**config.mk**
```make
export PLATFORM = sky130hd
export DESIGN_NAME = irq_priority_encoder_flat
export DESIGN_NICKNAME = d
export VERILOG_FILES = /design/src/rtl/irq_priority_encoder_if.sv /design/src/rtl/irq_priority_encoder.sv /design/src/flat_wrapper.sv
export SDC_FILE = /design/constraint.sdc
export NUM_CORES = 1
export LEC_CHECK = 0
export CORE_AREA = 2 2 45 47
export CTS_BUF_LIST = sky130_fd_sc_hd__clkbuf_4
export DETAILED_ROUTE_END_ITERATION = 16
export DIE_AREA = 0 0 47 49
export PLACE_DENSITY = 0.76
export RECOVER_POWER = 100
export SYNTH_ARGS = -nofsm -noshare
export SYNTH_HDL_FRONTEND = slang
export SYNTH_SLANG_ARGS = --single-unit
export TNS_END_PERCENT = 10
```
**constraint.sdc**
```tcl
create_clock -name clk -period 1.35 [get_ports clk]
set_input_delay 0.2025 -clock clk [delete_from_list [all_inputs] [get_ports clk]]
set_output_delay 0.2025 -clock clk [all_outputs]
set_load 0.005 [all_outputs]
```
**src/rtl/irq_priority_encoder_if.sv**
```systemverilog
// Request/present/acknowledge bundle between interrupt sources and the control unit.
// master = consumer/source side, slave = encoder side.
interface irq_priority_encoder_if;
   logic [7:0] req;
   logic [7:0] mask;
   logic       ack;
   logic [2:0] code;
   logic       valid;
   logic [7:0] pending;

   modport master (output req, output mask, output ack,
                   input code, input valid, input pending);
   modport slave  (input req, input mask, input ack,
                   output code, output valid, output pending);
endinterface

```
**src/rtl/irq_priority_encoder.sv**
```systemverilog
// Sticky 8-to-3 priority encoder: req -> valid two edges later; code/valid held until ack.
// After each ack valid drops for one GAP cycle before the next arbitration.
module irq_priority_encoder #(
   parameter bit HIGH_FIRST = 1'b1
) (
   input  logic                  clk,
   input  logic                  rst,
   irq_priority_encoder_if.slave bus
);

   typedef enum logic [1:0] {
      IDLE    = 2'd0,
      PRESENT = 2'd1,
      GAP     = 2'd2
   } state_t;

   state_t     state;
   logic [7:0] pending_q;
   logic [2:0] code_q;
   logic       valid_q;

   logic [7:0] eligible;
   logic [7:0] clr;
   logic [2:0] enc;

   assign eligible = pending_q & ~bus.mask;
   assign clr      = (valid_q && bus.ack) ? (8'b1 << code_q) : 8'b0;

   // Later loop iterations override earlier ones, so the last hit is the winner.
   always_comb begin
      enc = 3'd0;
      for (int i = 0; i < 8; i++) begin
         if (HIGH_FIRST) begin
            if (eligible[i]) enc = 3'(i);
         end else begin
            if (eligible[7 - i]) enc = 3'(7 - i);
         end
      end
   end

   always_ff @(posedge clk or posedge rst) begin
      if (rst) begin
         state     <= IDLE;
         pending_q <= 8'h00;
         code_q    <= 3'd0;
         valid_q   <= 1'b0;
      end else begin
         // A fresh request on the acked line re-arms it.
         pending_q <= (pending_q & ~clr) | bus.req;
         case (state)
            IDLE: begin
               if (|eligible) begin
                  code_q  <= enc;
                  valid_q <= 1'b1;
                  state   <= PRESENT;
               end
            end
            PRESENT: begin
               if (bus.ack) begin
                  valid_q <= 1'b0;
                  state   <= GAP;
               end
            end
            GAP: begin
               state <= IDLE;
            end
            default: begin
               valid_q <= 1'b0;
               state   <= IDLE;
            end
         endcase
      end
   end

   assign bus.code    = code_q;
   assign bus.valid   = valid_q;
   assign bus.pending = pending_q;

endmodule

```
**src/flat_wrapper.sv**
```systemverilog
// flat-port wrapper written by rule: the top's interface ports become plain ports
module irq_priority_encoder_flat 
#(
   parameter bit HIGH_FIRST = 1'b1
)
  (clk, rst, bus_req, bus_mask, bus_ack, bus_code, bus_valid, bus_pending);
  irq_priority_encoder_if bus_i ();
  input  logic clk;
  input  logic rst;
  input wire logic [$bits(bus_i.req)-1:0] bus_req;
  input wire logic [$bits(bus_i.mask)-1:0] bus_mask;
  input wire logic [$bits(bus_i.ack)-1:0] bus_ack;
  output wire logic [$bits(bus_i.code)-1:0] bus_code;
  output wire logic [$bits(bus_i.valid)-1:0] bus_valid;
  output wire logic [$bits(bus_i.pending)-1:0] bus_pending;
  assign bus_i.req = bus_req;
  assign bus_i.mask = bus_mask;
  assign bus_i.ack = bus_ack;
  assign bus_code = bus_i.code;
  assign bus_valid = bus_i.valid;
  assign bus_pending = bus_i.pending;
  irq_priority_encoder #(.HIGH_FIRST(HIGH_FIRST)) u_core (.clk(clk), .rst(rst), .bus(bus_i));
endmodule
```
Word level (Yosys, flattened, before mapping)
Cells that the tools add are included.

Add/sub/neg operators: 0. $mul: 0. Div/mod/pow operators: 0. Order comparisons: 0. Equal/unequal tests: 4. Shifts and indexed selects: 1. Muxes and demuxes: 14. Bitwise operators: 6. Reduce and logical (&&, ||, !) cells: 6.

Operators with widths (count): 8-bit bitwise AND (2); 8-bit inverter (2); 3-bit two-way mux (4); 2-bit two-way mux (4); 8-bit two-way mux (1); 8-bit bitwise OR (1); 8-bit OR reduction (1); 1-bit by 3-bit << shifter with 8-bit output, first input constant (1); 2-bit one-hot mux with 2 select lines (1); 2-bit AND reduction (2); 1-bit two-way mux (3); 1-bit one-hot mux with 3 select lines (1); 3-bit AND reduction (1); 2-bit by 1-bit == test with 1-bit output, second input constant (1); 2-bit == test, second input constant (1); 2-bit logical NOT (1); 2-bit by 1-bit != test with 1-bit output, second input constant (1); 2-bit != test, second input constant (1); 1-bit logical AND (1); 1-bit inverter (1).

Register bits after elaboration: 14. Latch bits: 0. RAM bits: 0. Bits in read-only memories: 0. Input bits: 19. Output and inout port bits: 12. Logic and storage cells: 35. Memories kept: 0.

Depth between registers and ports, before layout
Gate-level depths: netlist (run 1).

Depth after elaboration: 9. Mapped depth: 4.

Worst setup path after synthesis (run 1)
No wires, ideal clock.

Path kind: reg-to-reg. Start: register u_core.pending_q[2], in the netlist u_core.bus.pending[2]. End: register u_core.code_q[0], in the netlist u_core.bus.code[0]. Library setup time: 79 ps. Arrival time: 1023 ps. Required time: 1271 ps. Setup slack: 248 ps. Cell stages (with the launch flop): 5. Buffers on the path: 0. Period minus slack after synthesis: 1102 ps. Cell sequence: dfrtp_1 > nand2b_4 > o2111ai_4 > o21ai_4 > mux2i_1.

Word-level cells in the longest chain between the ends: 7. Elaborated cells on any way between the ends: 9.

Ends and longest elaborated chain: start: declaration (RTL line irq_priority_encoder.sv:18) `logic [7:0] pending_q;`; start signal: assignment (RTL line irq_priority_encoder.sv:49) `pending_q <= (pending_q & ~clr) | bus.req;`; 8-bit bitwise AND (*) (RTL line irq_priority_encoder.sv:26) `assign eligible = pending_q & ~bus.mask;`; 2-bit two-way mux (2 in a row) (RTL line irq_priority_encoder.sv:34) `if (eligible[i]) enc = 3'(i);`; 3-bit two-way mux (4 in a row) (RTL line irq_priority_encoder.sv:34); end signal: assignment (RTL line irq_priority_encoder.sv:53) `code_q <= enc;`; end: declaration (RTL line irq_priority_encoder.sv:19) `logic [2:0] code_q;`.

Mark *: on every way between the ends. The rest lies on a longest branch, timed or not. A chain may end at the register's enable or synchronous reset.

Worst setup path in the final report (run 1)
Start: register u_core.pending_q[2], in the netlist u_core.bus.pending[2]. End: register u_core.code_q[1], in the netlist u_core.bus.code[1].

The elaborated chain is that of the path after synthesis.

==> results of run 1 <==
state kept, by name, indices dropped and copies added (netlist names):
name                count
u_core.state            2
u_core.bus.pending      8
u_core.bus.code         3
u_core.bus.valid        1
final cells by class:
cell class / instances / area (um2)
Sequential cell: 14 / 350.3
Timing Repair Buffer: 39 / 352.8
Tap cell: 27 / 33.78
Fill cell: 179 / 716.9
Clock buffer: 3 / 22.52
Multi-Input combinational cell: 50 / 346.6
Inverter: 5 / 18.77
worst max-delay path: cells and delay by family, from the launching register on:
| kind | cells | cell delay, ps |
|---|---|---|
| flip-flops | 1 | 380 |
| AO/OA/AOI/OAI | 2 | 340 |
| multiplexers | 1 | 220 |
| buffers and inverters | 1 | 150 |
| AND/OR/NAND/NOR | 1 | 70 |
cell usage after synthesis, types with 2 or more instances:
library cell / instances
nor2_1: 2
nand2b_4: 2
inv_1: 5
nand2_1: 6
dfrtp_1: 14
o21ai_0: 10
nand2b_1: 15
a31oi_1: 2
mux2i_1: 2
per-stage QoR:
stage,worst slack (ps),std cells,power [mW]
after global placement,-79.27,134,1.332
after detailed placement,-151.0,134,1.357
after CTS,4.514,138,1.556
final,105.1,138,1.510
after global routing,7.012,138,1.651
after floorplan,248.0,69,0.9659
what timing repair did:
| action | 4_1_cts | 5_1_grt |
|---|---|---|
| gates resized for setup | 8 | 4 |
| pin swaps | 0 | 1 |
| endpoints found under the setup margin | 9 | 6 |
| buffers inserted | 1 | 0 |
path summary, 6_finish.rpt:
| kind | end | start | slack, ps | depth (start not counted) |
|---|---|---|---|---|
| min | u_core.bus.pending[7] | bus_req[7] | 480 | 2 |
| max | u_core.bus.code[1] | u_core.bus.pending[2] | 110 | 5 |
| max in group asynchronous | u_core.bus.code[1] | rst | 310 | 3 |
| min reg2reg | u_core.bus.pending[4] | u_core.bus.pending[4] | 540 | 2 |
| min in group asynchronous | u_core.bus.code[2] | rst | 560 | 3 |
| max reg2reg | u_core.bus.code[1] | u_core.bus.pending[2] | 110 | 5 |
power breakdown:
part	leakage (nW)	switching (mW)	internal, mW
sequential	0.139	0.0815	0.533
clock	0.0138	0.125	0.103
combinational	0.322	0.320	0.348
cell usage in the layout, fill, tap and decap left out, types with 2 or more instances in the layout:
cell type and instances:
nand2_1 6, clkbuf_1 2, a31oi_1 2, dlygate4sd2_1 8, nand2b_1 15, clkdlybuf4s50_1 17
clkdlybuf4s25_1 3, inv_1 5, mux2i_1 2, nand2b_4 2, buf_4 7, o21ai_0 10
dfrtp_1 14, nor2_1 2, clkbuf_4 3
cells by family after synthesis:
kind of cell,count (synthesis)
compound gates,17
simple gates,31
mux,2
flops,14
buf+inv,5
per-layer routing:
metal	global-route usage, %	vias to the layer above	wire, um
li1	-	323	-
met3	4.815	2	80
met5	0	-	0
met4	6.944	0	17
met2	28.31	20	922
met1	19.48	295	657
==> impl_metrics.csv, run 1 <==
group,metric,value,unit
logic_synthesis,ys_ff_latch,14,
logic_synthesis,yosys.area.top_type_share,48.95,%
logic_synthesis,synth_simple_gate_area_share,27.62,%
cts,cts_htree_levels,1,
final_layout,nets,132,
timing,hold_ws,476.0,ps
setup_path,cp-end-kind,"flip-flop",
logic_synthesis,avgSynthCellArea,10.37,um2
pwr,ir_drop,0.5932,mV
logic_synthesis,yosys.area_share.adder,0,%
final_layout,antennaDiodeCount,0,
floorplan,initial_core_util,38.86,%
floorplan,dieArea,2303,um2
global_routing,grt_start_max_net_pins,15,
logic_synthesis,ys_seq_area_share,48.95,%
timing,period_share,92.21,%
timing,finalClockSkew,3.171,ps
cts,path_clk_slew,80,ps
setup_path,cp.arrival,1440,ps
setup_path,required,1540,ps
routing,ant_nets,0,
status,status,"completed",
logic_synthesis,synthCells,69,
timing,max_clock_freq,0.8033,GHz
final_layout,syn2layout_area_growth,57.17,%
logic_synthesis,synth-xor-area-share,0,%
timing,fin_crit,1245,ps
logic_synthesis,synthMuxAreaShare,2.797,%
routing,num_vias,640,
final_layout,drive_gt1_share,14.41,%
global_routing,grt_pass1_vias,648,
logic_synthesis,synth_area_leaders,"dfrtp_1, nand2b_1, o21ai_0",
timing,slew_headroom,49.77,%
place,placed_cell_area,1110,um2
timing,worstMarginPinSlew,753.4,ps
setup_path,crit_type,"flip-flop to flip-flop",
setup_path,start_kind,"flip-flop",
logic_synthesis,synth_edf_count,0,
routing,viasPerCell,4.638,
logic_synthesis,synthFlopType,"dfrtp_1",
setup_path,crit_slowest_cell,"dfrtp_1",
floorplan,die_w,47,um
global_routing,antenna_found_initial,0,
cts,cts_hold_buf,0,
cts,cts_root_buffer,"clkbuf_4",
cts,clkLatencyLatePin,270,ps
logic_synthesis,yosys.area.top_type,"dfrtp_1",
routing,postRouteWirelength,1.676,mm
setup_path,critPathMaxStageDelay,380,ps
logic_synthesis,synth_cell_types,20,
setup_path,path_cells,"buf_4 > nand2b_4 > o2111ai_4 > o21ai_4 > mux2i_1",
routing,wl_per_cell,12.14,um
timing,tns,0,ps
floorplan,core,1842,um2
floorplan,ioPinCount,31,
worst_hold_path,hold_class,"input port to flip-flop",
setup_path,cp_max_fo,4,
cts,cts_buffers,3,
final_layout,postLayoutCoreUtil,61.07,%
global_routing,grt_usage,16.97,%
cts,cts_tree,"built",
place,port_buffers,30,
final_layout,design_area,1125,um2
cts,cts_buffer_depth,2,
routing,dr.pass1.iters,4,
global_routing,grt-ovfl-total,0,
pwr,leakagePower,0.4753,nW
floorplan,die_h,49,um
global_routing,grt_pass1_wl,2.704,mm
logic_synthesis,synth_top_family_by_area,"simple AND/OR/NAND/NOR gates",
routing,drt_iter0_drc,15,
timing,drv_slew,0,
routing,drc,0,
cts,clkSinkCount,14,
run,maxCapViolCount,0,
place,place_congestion,0.7848,
floorplan,rows,16,
timing,hold_viol_final,0,
logic_synthesis,synth_area,715.7,um2
timing,rsz0062_at_grt,"false",
logic_synthesis,async_flop_share,100.0,%
timing,setup_violations,0,
place,post-dp-hpwl,1.391,mm
logic_synthesis,synthesis.nets,88,
logic_synthesis,yosysWarnings,0,
pwr,p_per_area,1342,nW/um2
logic_synthesis,synth_compound_area_share,18.01,%
Note: power is estimated with default switching activity, not from simulation.
==> run 2: changes to the inputs <==
SLEW_MARGIN = 20   (was default)
==> results of run 2 <==
Same layout as run 1: the final DEF is identical, and so are final timing and power.
